`src/rtl/mc_ctrl_fsm_if.sv`:
```
// Control bundle between the multi-cycle MIPS control FSM and its datapath.
// The master drives the control strobes and the slave returns opcode, ALU zero and memory ready.
interface mc_ctrl_fsm_if;
  localparam int unsigned OPCODE_W = 6;
  localparam int unsigned STATE_W  = 4;

  logic [OPCODE_W-1:0] opcode;
  logic                alu_zero;
  logic                mem_ready;

  logic                pc_we;
  logic                ir_we;
  logic [1:0]          pc_src;
  logic                alu_src_a;
  logic [1:0]          alu_src_b;
  logic [1:0]          alu_op;
  logic                iord;
  logic                mem_rd;
  logic                mem_we;
  logic                reg_we;
  logic                reg_dst;
  logic                mem_to_reg;
  logic                instr_done;
  logic                illegal;
  logic [STATE_W-1:0]  state;

  modport master (
    input  opcode, alu_zero, mem_ready,
    output pc_we, ir_we, pc_src, alu_src_a, alu_src_b, alu_op, iord,
           mem_rd, mem_we, reg_we, reg_dst, mem_to_reg, instr_done, illegal, state
  );

  modport slave (
    output opcode, alu_zero, mem_ready,
    input  pc_we, ir_we, pc_src, alu_src_a, alu_src_b, alu_op, iord,
           mem_rd, mem_we, reg_we, reg_dst, mem_to_reg, instr_done, illegal, state
  );
endinterface

```
`src/rtl/mc_ctrl_fsm.sv`:
```
// Multi-cycle MIPS control unit: steps each instruction through fetch, decode,
// execute, memory and writeback, stalling on memory ready.
module mc_ctrl_fsm #(
  parameter logic [3:0] RESET_STATE = 4'd0
) (
  input  logic          clock,
  input  logic          rst,
  mc_ctrl_fsm_if.master bus
);
  localparam int unsigned OPCODE_W = 6;

  localparam logic [OPCODE_W-1:0] OP_RTYPE = 6'h00;
  localparam logic [OPCODE_W-1:0] OP_J     = 6'h02;
  localparam logic [OPCODE_W-1:0] OP_BEQ   = 6'h04;
  localparam logic [OPCODE_W-1:0] OP_BNE   = 6'h05;
  localparam logic [OPCODE_W-1:0] OP_ADDI  = 6'h08;
  localparam logic [OPCODE_W-1:0] OP_LW    = 6'h23;
  localparam logic [OPCODE_W-1:0] OP_SW    = 6'h2B;

  typedef enum logic [3:0] {
    S_FETCH  = 4'd0,
    S_DECODE = 4'd1,
    S_ADDR   = 4'd2,
    S_MEM_RD = 4'd3,
    S_MEM_WB = 4'd4,
    S_MEM_WR = 4'd5,
    S_R_EXEC = 4'd6,
    S_R_WB   = 4'd7,
    S_BRANCH = 4'd8,
    S_I_EXEC = 4'd9,
    S_I_WB   = 4'd10,
    S_JUMP   = 4'd11
  } state_e;

  state_e              state_q, state_d;
  logic                illegal_q, illegal_d;
  logic                br_ne_q, br_ne_d;

  logic [OPCODE_W-1:0] opcode;
  logic                alu_zero;
  logic                mem_ready;

  logic       pc_we_c, ir_we_c, alu_src_a_c, iord_c, mem_rd_c, mem_we_c;
  logic       reg_we_c, reg_dst_c, mem_to_reg_c, instr_done_c, illegal_c;
  logic [1:0] pc_src_c, alu_src_b_c, alu_op_c;

  assign opcode    = bus.opcode;
  assign alu_zero  = bus.alu_zero;
  assign mem_ready = bus.mem_ready;

  // State, sticky illegal flag and branch polarity captured in DECODE
  always_ff @(posedge clock or posedge rst) begin
    if (rst) begin
      state_q   <= state_e'(RESET_STATE);
      illegal_q <= 1'b0;
      br_ne_q   <= 1'b0;
    end else begin
      state_q   <= state_d;
      illegal_q <= illegal_d;
      br_ne_q   <= br_ne_d;
    end
  end

  always_comb begin
    state_d      = state_q;
    illegal_d    = illegal_q;
    br_ne_d      = br_ne_q;
    pc_we_c      = 1'b0;
    ir_we_c      = 1'b0;
    pc_src_c     = 2'd0;
    alu_src_a_c  = 1'b0;
    alu_src_b_c  = 2'd0;
    alu_op_c     = 2'd0;
    iord_c       = 1'b0;
    mem_rd_c     = 1'b0;
    mem_we_c     = 1'b0;
    reg_we_c     = 1'b0;
    reg_dst_c    = 1'b0;
    mem_to_reg_c = 1'b0;
    instr_done_c = 1'b0;
    illegal_c    = illegal_q;

    case (state_q)
      S_FETCH: begin
        mem_rd_c    = 1'b1;
        alu_src_b_c = 2'd1;
        pc_we_c     = mem_ready;
        ir_we_c     = mem_ready;
        if (mem_ready) state_d = S_DECODE;
      end
      S_DECODE: begin
        alu_src_b_c = 2'd3;
        br_ne_d     = (opcode == OP_BNE);
        case (opcode)
          OP_RTYPE:       state_d = S_R_EXEC;
          OP_LW, OP_SW:   state_d = S_ADDR;
          OP_ADDI:        state_d = S_I_EXEC;
          OP_BEQ, OP_BNE: state_d = S_BRANCH;
          OP_J:           state_d = S_JUMP;
          default: begin
            state_d      = S_FETCH;
            illegal_d    = 1'b1;
            instr_done_c = 1'b1;
          end
        endcase
      end
      S_ADDR: begin
        alu_src_a_c = 1'b1;
        alu_src_b_c = 2'd2;
        if (opcode == OP_LW)      state_d = S_MEM_RD;
        else if (opcode == OP_SW) state_d = S_MEM_WR;
        else                      state_d = S_FETCH;
      end
      S_MEM_RD: begin
        mem_rd_c = 1'b1;
        iord_c   = 1'b1;
        if (mem_ready) state_d = S_MEM_WB;
      end
      S_MEM_WB: begin
        reg_we_c     = 1'b1;
        mem_to_reg_c = 1'b1;
        instr_done_c = 1'b1;
        state_d      = S_FETCH;
      end
      S_MEM_WR: begin
        mem_we_c     = 1'b1;
        iord_c       = 1'b1;
        instr_done_c = mem_ready;
        if (mem_ready) state_d = S_FETCH;
      end
      S_R_EXEC: begin
        alu_src_a_c = 1'b1;
        alu_op_c    = 2'd2;
        state_d     = S_R_WB;
      end
      S_R_WB: begin
        reg_we_c     = 1'b1;
        reg_dst_c    = 1'b1;
        instr_done_c = 1'b1;
        state_d      = S_FETCH;
      end
      S_BRANCH: begin
        alu_src_a_c  = 1'b1;
        alu_op_c     = 2'd1;
        pc_src_c     = 2'd1;
        pc_we_c      = br_ne_q ? ~alu_zero : alu_zero;
        instr_done_c = 1'b1;
        state_d      = S_FETCH;
      end
      S_I_EXEC: begin
        alu_src_a_c = 1'b1;
        alu_src_b_c = 2'd2;
        state_d     = S_I_WB;
      end
      S_I_WB: begin
        reg_we_c     = 1'b1;
        instr_done_c = 1'b1;
        state_d      = S_FETCH;
      end
      S_JUMP: begin
        pc_src_c     = 2'd2;
        pc_we_c      = 1'b1;
        instr_done_c = 1'b1;
        state_d      = S_FETCH;
      end
      default: state_d = S_FETCH;
    endcase

    // Reset masks every strobe regardless of the state decode
    if (rst) begin
      pc_we_c      = 1'b0;
      ir_we_c      = 1'b0;
      pc_src_c     = 2'd0;
      alu_src_a_c  = 1'b0;
      alu_src_b_c  = 2'd0;
      alu_op_c     = 2'd0;
      iord_c       = 1'b0;
      mem_rd_c     = 1'b0;
      mem_we_c     = 1'b0;
      reg_we_c     = 1'b0;
      reg_dst_c    = 1'b0;
      mem_to_reg_c = 1'b0;
      instr_done_c = 1'b0;
      illegal_c    = 1'b0;
    end
  end

  assign bus.pc_we      = pc_we_c;
  assign bus.ir_we      = ir_we_c;
  assign bus.pc_src     = pc_src_c;
  assign bus.alu_src_a  = alu_src_a_c;
  assign bus.alu_src_b  = alu_src_b_c;
  assign bus.alu_op     = alu_op_c;
  assign bus.iord       = iord_c;
  assign bus.mem_rd     = mem_rd_c;
  assign bus.mem_we     = mem_we_c;
  assign bus.reg_we     = reg_we_c;
  assign bus.reg_dst    = reg_dst_c;
  assign bus.mem_to_reg = mem_to_reg_c;
  assign bus.instr_done = instr_done_c;
  assign bus.illegal    = illegal_c;
  assign bus.state      = state_q;
endmodule

```
`src/flat_wrapper.sv`:
```
// flat-port wrapper written by rule: the top's interface ports become plain ports
module mc_ctrl_fsm_flat 
#(
  parameter logic [3:0] RESET_STATE = 4'd0
)
  (clock, rst, bus_opcode, bus_alu_zero, bus_mem_ready, bus_pc_we, bus_ir_we, bus_pc_src, bus_alu_src_a, bus_alu_src_b, bus_alu_op, bus_iord, bus_mem_rd, bus_mem_we, bus_reg_we, bus_reg_dst, bus_mem_to_reg, bus_instr_done, bus_illegal, bus_state);
  mc_ctrl_fsm_if bus_i ();
  input  logic clock;
  input  logic rst;
  input wire logic [$bits(bus_i.opcode)-1:0] bus_opcode;
  input wire logic [$bits(bus_i.alu_zero)-1:0] bus_alu_zero;
  input wire logic [$bits(bus_i.mem_ready)-1:0] bus_mem_ready;
  output wire logic [$bits(bus_i.pc_we)-1:0] bus_pc_we;
  output wire logic [$bits(bus_i.ir_we)-1:0] bus_ir_we;
  output wire logic [$bits(bus_i.pc_src)-1:0] bus_pc_src;
  output wire logic [$bits(bus_i.alu_src_a)-1:0] bus_alu_src_a;
  output wire logic [$bits(bus_i.alu_src_b)-1:0] bus_alu_src_b;
  output wire logic [$bits(bus_i.alu_op)-1:0] bus_alu_op;
  output wire logic [$bits(bus_i.iord)-1:0] bus_iord;
  output wire logic [$bits(bus_i.mem_rd)-1:0] bus_mem_rd;
  output wire logic [$bits(bus_i.mem_we)-1:0] bus_mem_we;
  output wire logic [$bits(bus_i.reg_we)-1:0] bus_reg_we;
  output wire logic [$bits(bus_i.reg_dst)-1:0] bus_reg_dst;
  output wire logic [$bits(bus_i.mem_to_reg)-1:0] bus_mem_to_reg;
  output wire logic [$bits(bus_i.instr_done)-1:0] bus_instr_done;
  output wire logic [$bits(bus_i.illegal)-1:0] bus_illegal;
  output wire logic [$bits(bus_i.state)-1:0] bus_state;
  assign bus_i.opcode = bus_opcode;
  assign bus_i.alu_zero = bus_alu_zero;
  assign bus_i.mem_ready = bus_mem_ready;
  assign bus_pc_we = bus_i.pc_we;
  assign bus_ir_we = bus_i.ir_we;
  assign bus_pc_src = bus_i.pc_src;
  assign bus_alu_src_a = bus_i.alu_src_a;
  assign bus_alu_src_b = bus_i.alu_src_b;
  assign bus_alu_op = bus_i.alu_op;
  assign bus_iord = bus_i.iord;
  assign bus_mem_rd = bus_i.mem_rd;
  assign bus_mem_we = bus_i.mem_we;
  assign bus_reg_we = bus_i.reg_we;
  assign bus_reg_dst = bus_i.reg_dst;
  assign bus_mem_to_reg = bus_i.mem_to_reg;
  assign bus_instr_done = bus_i.instr_done;
  assign bus_illegal = bus_i.illegal;
  assign bus_state = bus_i.state;
  mc_ctrl_fsm #(.RESET_STATE(RESET_STATE)) u_core (.clock(clock), .rst(rst), .bus(bus_i));
endmodule
```
`config.mk`:
```
export PLATFORM = sky130hd
export DESIGN_NAME = mc_ctrl_fsm_flat
export DESIGN_NICKNAME = d
export VERILOG_FILES = /design/src/rtl/mc_ctrl_fsm_if.sv /design/src/rtl/mc_ctrl_fsm.sv /design/src/flat_wrapper.sv
export SDC_FILE = /design/constraint.sdc
export NUM_CORES = 1
export LEC_CHECK = 0
export CAP_MARGIN = 20
export CORE_MARGIN = 4
export CORE_UTILIZATION = 41
export DETAILED_ROUTE_END_ITERATION = 10
export PLACE_DENSITY = 0.75
export SYNTH_ARGS = -nofsm -noshare
export SYNTH_HDL_FRONTEND = slang
export SYNTH_SLANG_ARGS = --single-unit
```
`constraint.sdc`:
```
create_clock -name clock -period 2.2 [get_ports clock]
set_clock_uncertainty 0.15 [all_clocks]
set_input_delay 0.22 -clock clock [delete_from_list [all_inputs] [get_ports clock]]
set_output_delay 0.22 -clock clock [all_outputs]
set_load 0.01 [all_outputs]
```
# Word-level counts from Yosys, hierarchy flattened
# Index checks and enable logic that the tools add are counted.
dict set report totals {
  register_bits 6
  latchBits 0
  ramBits 0
  rom_bits 0
  input_bits 10
  output_inout_bits 21
  word_cells 74
  n_memories 0
}
dict set report op_classes {
  addsub 0
  multipliers 0
  n_div 0
  order_cmp 0
  eq_ne 20
  shifts 0
  n_mux 36
  bitwise_logic 2
  reduce_logical 13
}
# cell count
set ops {}
lappend ops {{$pmux W4 S7} 1}
lappend ops {{$mux W1} 21}
lappend ops {{$pmux W4 S5} 1}
lappend ops {{$eq A4 B3 Y1 const B} 4}
lappend ops {{$eq A4 B4 Y1 const B} 4}
lappend ops {{$mux W4} 4}
lappend ops {{$eq A6 B3 Y1 const B} 2}
lappend ops {{$eq A6 B6 Y1 const B} 2}
lappend ops {{$reduce_or A2 Y1} 5}
lappend ops {{$eq A4 B2 Y1 const B} 2}
lappend ops {{$pmux W2 S2} 2}
lappend ops {{$reduce_or A7 Y1} 1}
lappend ops {{$eq A6 B2 Y1 const B} 1}
lappend ops {{$eq A6 B4 Y1 const B} 1}
lappend ops {{$logic_not A6 Y1} 1}
lappend ops {{$mux W2} 3}
lappend ops {{$ne A2 B2 Y1 const B} 3}
lappend ops {{$pmux W1 S3} 2}
lappend ops {{$pmux W2 S3} 1}
lappend ops {{$reduce_or A5 Y1} 1}
lappend ops {{$eq A4 B1 Y1 const B} 1}
lappend ops {{$logic_not A4 Y1} 1}
lappend ops {{$reduce_or A4 Y1} 1}
lappend ops {{$mux W3} 1}
lappend ops {{4 further kinds} 5}

# Logic depth before layout (Yosys ltp)
# Gate-level depths: netlist (run 1).
dict set report depth {
  depth_word 5
  mapped_depth 5
  ltp_nobuf 3
}

# Least setup slack after synthesis (run 1)
# OpenSTA, ideal clock, no wires.
dict set report synth_path {
  path_type {reg-to-output}
  from {register u_core.state_q[1], in the netlist u_core.bus.state[1]}
  to {output bus_instr_done}
  t_arrival_ns 1.382
  required_time_ns 1.830
  setup_slack_ns 0.448
  stages_incl_launch_ff 5
  path_buffers 1
  path_cell_list {dfrtp_1 > buf_6 > or3b_1 > a32o_1 > a32o_1}
}
dict set report synth_between {
  elab_chain_cells 4
  word_cells_on_any_way 10
  classes_between {eq/ne (7); mux (2); reduce/logical (1)}
}
# item line_no
set synth_rtl {}
lappend synth_rtl {{from (decl)} mc_ctrl_fsm.sv:35} ;# state_e state_q, state_d;
lappend synth_rtl {{from (signal assigned)} mc_ctrl_fsm.sv:54} ;# state_q <= state_e'(RESET_STATE);
lappend synth_rtl {{from (signal assigned)} mc_ctrl_fsm.sv:58} ;# state_q <= state_d;
lappend synth_rtl {{$eq A4 B3 Y1 or $eq A4 B4 Y1 (tied branches)} mc_ctrl_fsm.sv:83} ;# case (state_q)
lappend synth_rtl {{$reduce_or A5 Y1 (no source line)} n/a}
lappend synth_rtl {{$pmux W1 S3 *} mc_ctrl_fsm.sv:83}
lappend synth_rtl {{$mux W1 *} mc_ctrl_fsm.sv:170} ;# if (rst) begin
lappend synth_rtl {{to (decl)} flat_wrapper.sv:25} ;# output wire logic [$bits(bus_i.instr_done)-1:0] bus_instr_done;
# Mark *: on every way between the ends. The rest lies on a longest branch, timed or not.

# Worst setup path in the final report (run 1)
dict set report layout_path {
  from {input rst}
  to {output bus_alu_src_b[0]}
}
dict set report layout_between {
  elab_chain_cells 1
}
# item line_no
set layout_rtl {}
lappend layout_rtl {{from (decl)} flat_wrapper.sv:9} ;# input logic rst;
lappend layout_rtl {{$mux W2} mc_ctrl_fsm.sv:170}
lappend layout_rtl {{to (decl)} flat_wrapper.sv:17} ;# output wire logic [$bits(bus_i.alu_src_b)-1:0] bus_alu_src_b;
# Every way passes these cells.

==> metrics, run 1 <==
Post-Route WL 2.32 mm; Yosys reg bits 6; CP endpoint kind output port; Routed Antenna Nets 0; GRT Util Overall 19.7%; GP Congestion 0.824; clock root cell clkbuf_4; CP required 1.83 ns; Fin. Hold Viols 0; total core area 0.00158 mm2; R2R Path End u_core.bus.state[1]; global-route wire length before repair 3.86 mm; async set-or-reset flop fraction in the synthesized netlist 100%; CTS max path bufs 2; Clk pin slew, worst setup/hold paths 0.04 ns; number of antenna violations at the first check in global routing 0; leading area contributor after synthesis dfrtp_1; Congestion Overflow GR 0; Std-Cell Rows 14; Synth top area share 21.1%; clock power share 20.3%; average size of a mapped cell 7.82 um2; Post-Place Setup Slack -0.127 ns; share of layout cells above drive strength 1 27.7%; vias in the first global route 862; Port Buf Inserts 30; I/O pins 31; sink count of the clock tree 6; Synth top cells by count 8 x nand2_1, 7 x nor2_1, 6 x dfrtp_1, 6 x nor2b_1, 5 x a21oi_1; hold path startpoint u_core.illegal_q; Seq pwr share 25.0%; cells on worst reg2reg path 5; CP Max Fanout 5; FF-to-FF setup slack 0.54 ns; Residual DRC 0; Die X 49.7 um; worst path arrival time 1.82 ns; Synthesized Nets 101; crit path kind in -> out; Worst setup SP type input pin; Setup TNS 0 ns; Nets 153; Final HPWL DP 1.71 mm; Setup Viol. Count Final 0; post-synthesis cell area 712 um2; hold depth 1; later-pin clock latency in the skew report 0.24 ns; Comb pwr share 54.7%; RSZ-0062 raised after global routing true; Final min period 2.19 ns; worst-margin pin slew 0.424 ns; synth warn 0; TritonCTS Buffers 3; top-count cell post-synth nand2_1; Synth cell types 39; outcome completed; Synth-to-Final Area Change 72.9%; routed vias 913; worst min path class reg -> reg; post-synthesis sequential area ratio 21.1%; synth top area cells dfrtp_1 21%, nor2b_1 5.3%, nand2_1 4.2%; Die Ht 49.7 um; largest net degree at the start of global routing 16; DRT Pass-1 Iters 4; Slew HR 71.6%; sw power 173 uW; CTS tree yes; Power Dens Cells 400 mW/mm2; Post-synth top flop dfrtp_1; leak pwr 0.610 nW; Via-to-Cell Ratio 5.82; final worst setup slack 0.00610 ns; EDFF count, synth 0; Final Max Tran Viols 0; Internal 320 uW; fin crit share 99.7%; IR drop worst, VDD 0.405 mV; total power 492 uW; net switching fraction of the power 35.0%; Worst Hold End u_core.illegal_q; Initial Util 45.2%; H-tree depth 1; Antenna Cells 0; DIE AREA 0.00247 mm2; maxcap violations 0; initial DRC count 12; CTS Hold Bufs 0; Highest Clock Rate 456 MHz; routed len/inst 14.8 um; post-synthesis cell count 91; FF-to-FF Start u_core.bus.state[3]; Hold Slack 0.322 ns
-- cell families after synthesis --
family | Yosys count | synth area share [%]
flip-flops | 6 | 21.1
AO/OA/AOI/OAI | 24 | 24.6
XOR/XNOR | 4 | 4.92
AND/OR/NAND/NOR | 49 | 43.6
buffers and inverters | 8 | 5.80
-- per-layer routing --
layer	GRT usage, %	up-vias	wire length (um)	part of all wire [%]
met2	34.6	38	1140	49
met1	23.3	428	1000	43
met4	5.53	0	17	0.73
met3	5.12	3	165	7.1
met5	0	-	0	0
li1	-	444	-	-
-- final cells by class --
cell class                 count  area [um2]
inverter                       2        7.51
clock buffer                   3        22.5
sequential                     6         150
fill                         119         345
timing repair buffer          53         482
multi-input combinational     77         549
tap                           16        20.0
-- cells in the final DEF, fill, tap and decap left out, types with 2 or more instances in the layout --
master	count
clkbuf_4	3
o211ai_1	3
a211oi_1	2
nand2_1	8
and3_1	4
nor3_1	2
buf_4	21
nand2b_1	3
buf_6	2
xnor2_1	2
dlymetal6s2s_1	5
nor3b_1	2
a32o_1	2
nand3_1	3
and4b_1	2
dlygate4sd2_1	5
nor2_1	7
a21oi_1	5
o21ai_1	4
clkdlybuf4s50_1	19
dfrtp_1	6
nor2b_1	4
-- through the flow --
stage                     instance area, um2  instances  utilization [%]
after floorplan                          712         91                -
after global placement                  1140        150             72.4
after detailed placement                1140        150             72.4
after CTS                               1170        153             74.3
after global routing                    1230        157             78.1
final                                   1230        157             78.1
-- registers in the layout, indices dropped and copies added (netlist names) --
register / flops
u_core.br_ne_q: 1
u_core.illegal_q: 1
u_core.bus.state: 4
-- how the worst max path moves through the flow --
stage	from	end	slack, ns	cells after the start
2_1_floorplan	u_core.bus.state[1]	bus_instr_done	0.45	4
3_3_place_gp	bus_mem_ready	bus_instr_done	-0.11	5
3_5_place_dp	bus_mem_ready	bus_instr_done	-0.13	5
4_1_cts	rst	bus_iord	0.005	4
5_1_grt	rst	bus_alu_src_b[0]	-0.03	4
6_report	rst	bus_alu_src_b[0]	0.006	4
-- power groups by stage --
stage | sequential, mW | clock (mW) | combinational, mW
3_3_place_gp | 0.124 | 0 | 0.250
4_1_cts | 0.123 | 0.104 | 0.254
3_5_place_dp | 0.124 | 0 | 0.254
2_1_floorplan | 0.130 | 0 | 0.128
5_1_grt | 0.125 | 0.110 | 0.291
6_report | 0.123 | 0.0998 | 0.269
-- critical path, cell delays in order --
cell	delay, ns
clkdlybuf4s50_1	0.56
buf_4	0.23
nor4_1	0.21
clkdlybuf4s50_1	0.60
-- timing repair --
action / in CTS / in global routing
gates resized for setup: 10 / 13
pin swaps: 0 / 0
gates cloned: 0 / 0
setup endpoints to repair: 10 / 9
buffers inserted: 0 / 4
hold endpoints to repair: 0 / 0
(Power assumes the default switching activity.)
==> run 2, diff against run 1 <==
CORE_UTILIZATION = 54   (was 41)
DONT_BUFFER_PORTS = 1   (was unset)
PLACE_DENSITY = 0.69   (was 0.75)
clock period = 2 ns   (was 2.2 ns; I/O delays follow)
==> metrics, run 2 (same netlist as run 1, synthesis figures left out) <==
Final HPWL DP 1.52 mm; global-route wire length before repair 3.16 mm; Setup Viol. Count Final 0; max reg flops 4; routed vias 739; leak pwr 0.326 nW; final worst setup slack 0.0671 ns; met2 Resource Use GR 36.0%; Std-Cell Rows 12; H-tree depth 1; CP required 1.65 ns; GRT met1 Usage 25.6%; CP Max Fanout 8; routed len/inst 17.9 um; sw power 161 uW; CTS max path bufs 2; Power Dens Cells 547 mW/mm2; TritonCTS Buffers 3; met3 usage 7.32%; Final min period 1.93 ns; net switching fraction of the power 35.7%; vias in the first global route 687; Clk pin slew, worst setup/hold paths 0.04 ns; initial DRC count 18; Congestion Overflow GR 0; Worst setup SP type flop; worst-margin pin slew 0.518 ns; Routed Antenna Nets 0; Slew HR 65.1%; number of antenna violations at the first check in global routing 0; Die X 44.3 um; CTS tree yes; Post-Route WL 2.02 mm; Post-Place Setup Slack 0.284 ns; clock power share 24.7%; Highest Clock Rate 517 MHz; DRT Pass-1 Iters 4; busiest metal layer after global routing met2; DIE AREA 0.00196 mm2; maxcap violations 0; crit path kind reg -> out; GP Congestion 0.853; Seq pwr share 31.5%; Via-to-Cell Ratio 6.54; Comb pwr share 43.7%; Fin. Hold Viols 0; clock root cell clkbuf_4; Port Buf Inserts 0; worst min path class in -> reg; Synth-to-Final Area Change 15.6%; I/O pins 31; sink count of the clock tree 6; CP endpoint kind output port; Util after Layout 70.3%; Die Ht 44.3 um; most frequent cells in the layout 8 x nand2_1, 8 x buf_4, 7 x nor2_1; share of layout cells above drive strength 1 22.2%; Internal 290 uW; largest net degree at the start of global routing 16; Antenna Cells 0; outcome completed; GRT Util Overall 21.8%; Residual DRC 0; worst path arrival time 1.58 ns; Nets 111; Setup Buffers After CTS 0; later-pin clock latency in the skew report 0.24 ns; Final Max Tran Viols 0; Initial Util 60.8%; fin crit share 96.6%; IR drop worst, VDD 0.316 mV; total core area 0.00117 mm2
run 2: path summary, 6_finish.rpt:
path | start | to | slack, ns | cells past startpoint
worst max-delay path | u_core.bus.state[0] | bus_instr_done | 0.07 | 4
worst min register to register | u_core.illegal_q | u_core.illegal_q | 0.35 | 1
max in group asynchronous | rst | u_core.bus.state[0] | 1.30 | 3
worst max register to register | u_core.bus.state[3] | u_core.bus.state[1] | 0.43 | 4
worst min-delay path | bus_opcode[5] | u_core.bus.state[0] | 0.01 | 3
min in group asynchronous | rst | u_core.illegal_q | 0.26 | 3
run 2: layout make-up:
type / count / area [um2]
Inverter: 2 / 7.51
Clock buffer: 3 / 22.5
Tap cell: 14 / 17.5
Timing Repair Buffer: 11 / 91.3
Sequential cell: 6 / 151
Multi-Input combinational cell: 77 / 533
Fill cell: 108 / 348
run 2: metrics by stage:
| step | cells | instance area (um2) | hold WS (ns) | TNS (ns) | power, mW |
|---|---|---|---|---|---|
| finish | 113 | 823 | 0.00964 | 0 | 0.451 |
| global route | 113 | 823 | 0.00480 | -0.000923 | 0.483 |
| CTS | 113 | 806 | 0.0133 | 0 | 0.444 |
| detailed placement | 108 | 763 | -0.0583 | 0 | 0.327 |
| global placement | 108 | 763 | -0.0603 | 0 | 0.323 |
| floorplan | 91 | 712 | 0.0967 | 0 | 0.284 |
run 2: power by group through the flow:
stage	sequential, mW	combinational, mW	clock (mW)
2_1_floorplan	0.143	0.141	0
3_3_place_gp	0.140	0.183	0
3_5_place_dp	0.141	0.186	0
4_1_cts	0.139	0.191	0.114
5_1_grt	0.143	0.213	0.126
6_report	0.142	0.197	0.111
run 2: repair_timing:
action / in CTS / in global routing
hold buffers: 2 / 0
endpoints found under the hold margin: 7 / 0
endpoints found under the setup margin: 0 / 7
gates resized for setup: 0 / 6
run 2: critical path, cell delays in order (launching register included):
cell      delay, ns
dfrtp_2        0.45
buf_4          0.18
nand2b_1       0.19
a32o_1         0.28
a32o_2         0.24
run 2: layer usage:
layer	vias up	part of all wire [%]
met1	350	42
met5	-	0
met4	0	1.4
met3	5	7.4
li1	357	-
met2	27	49
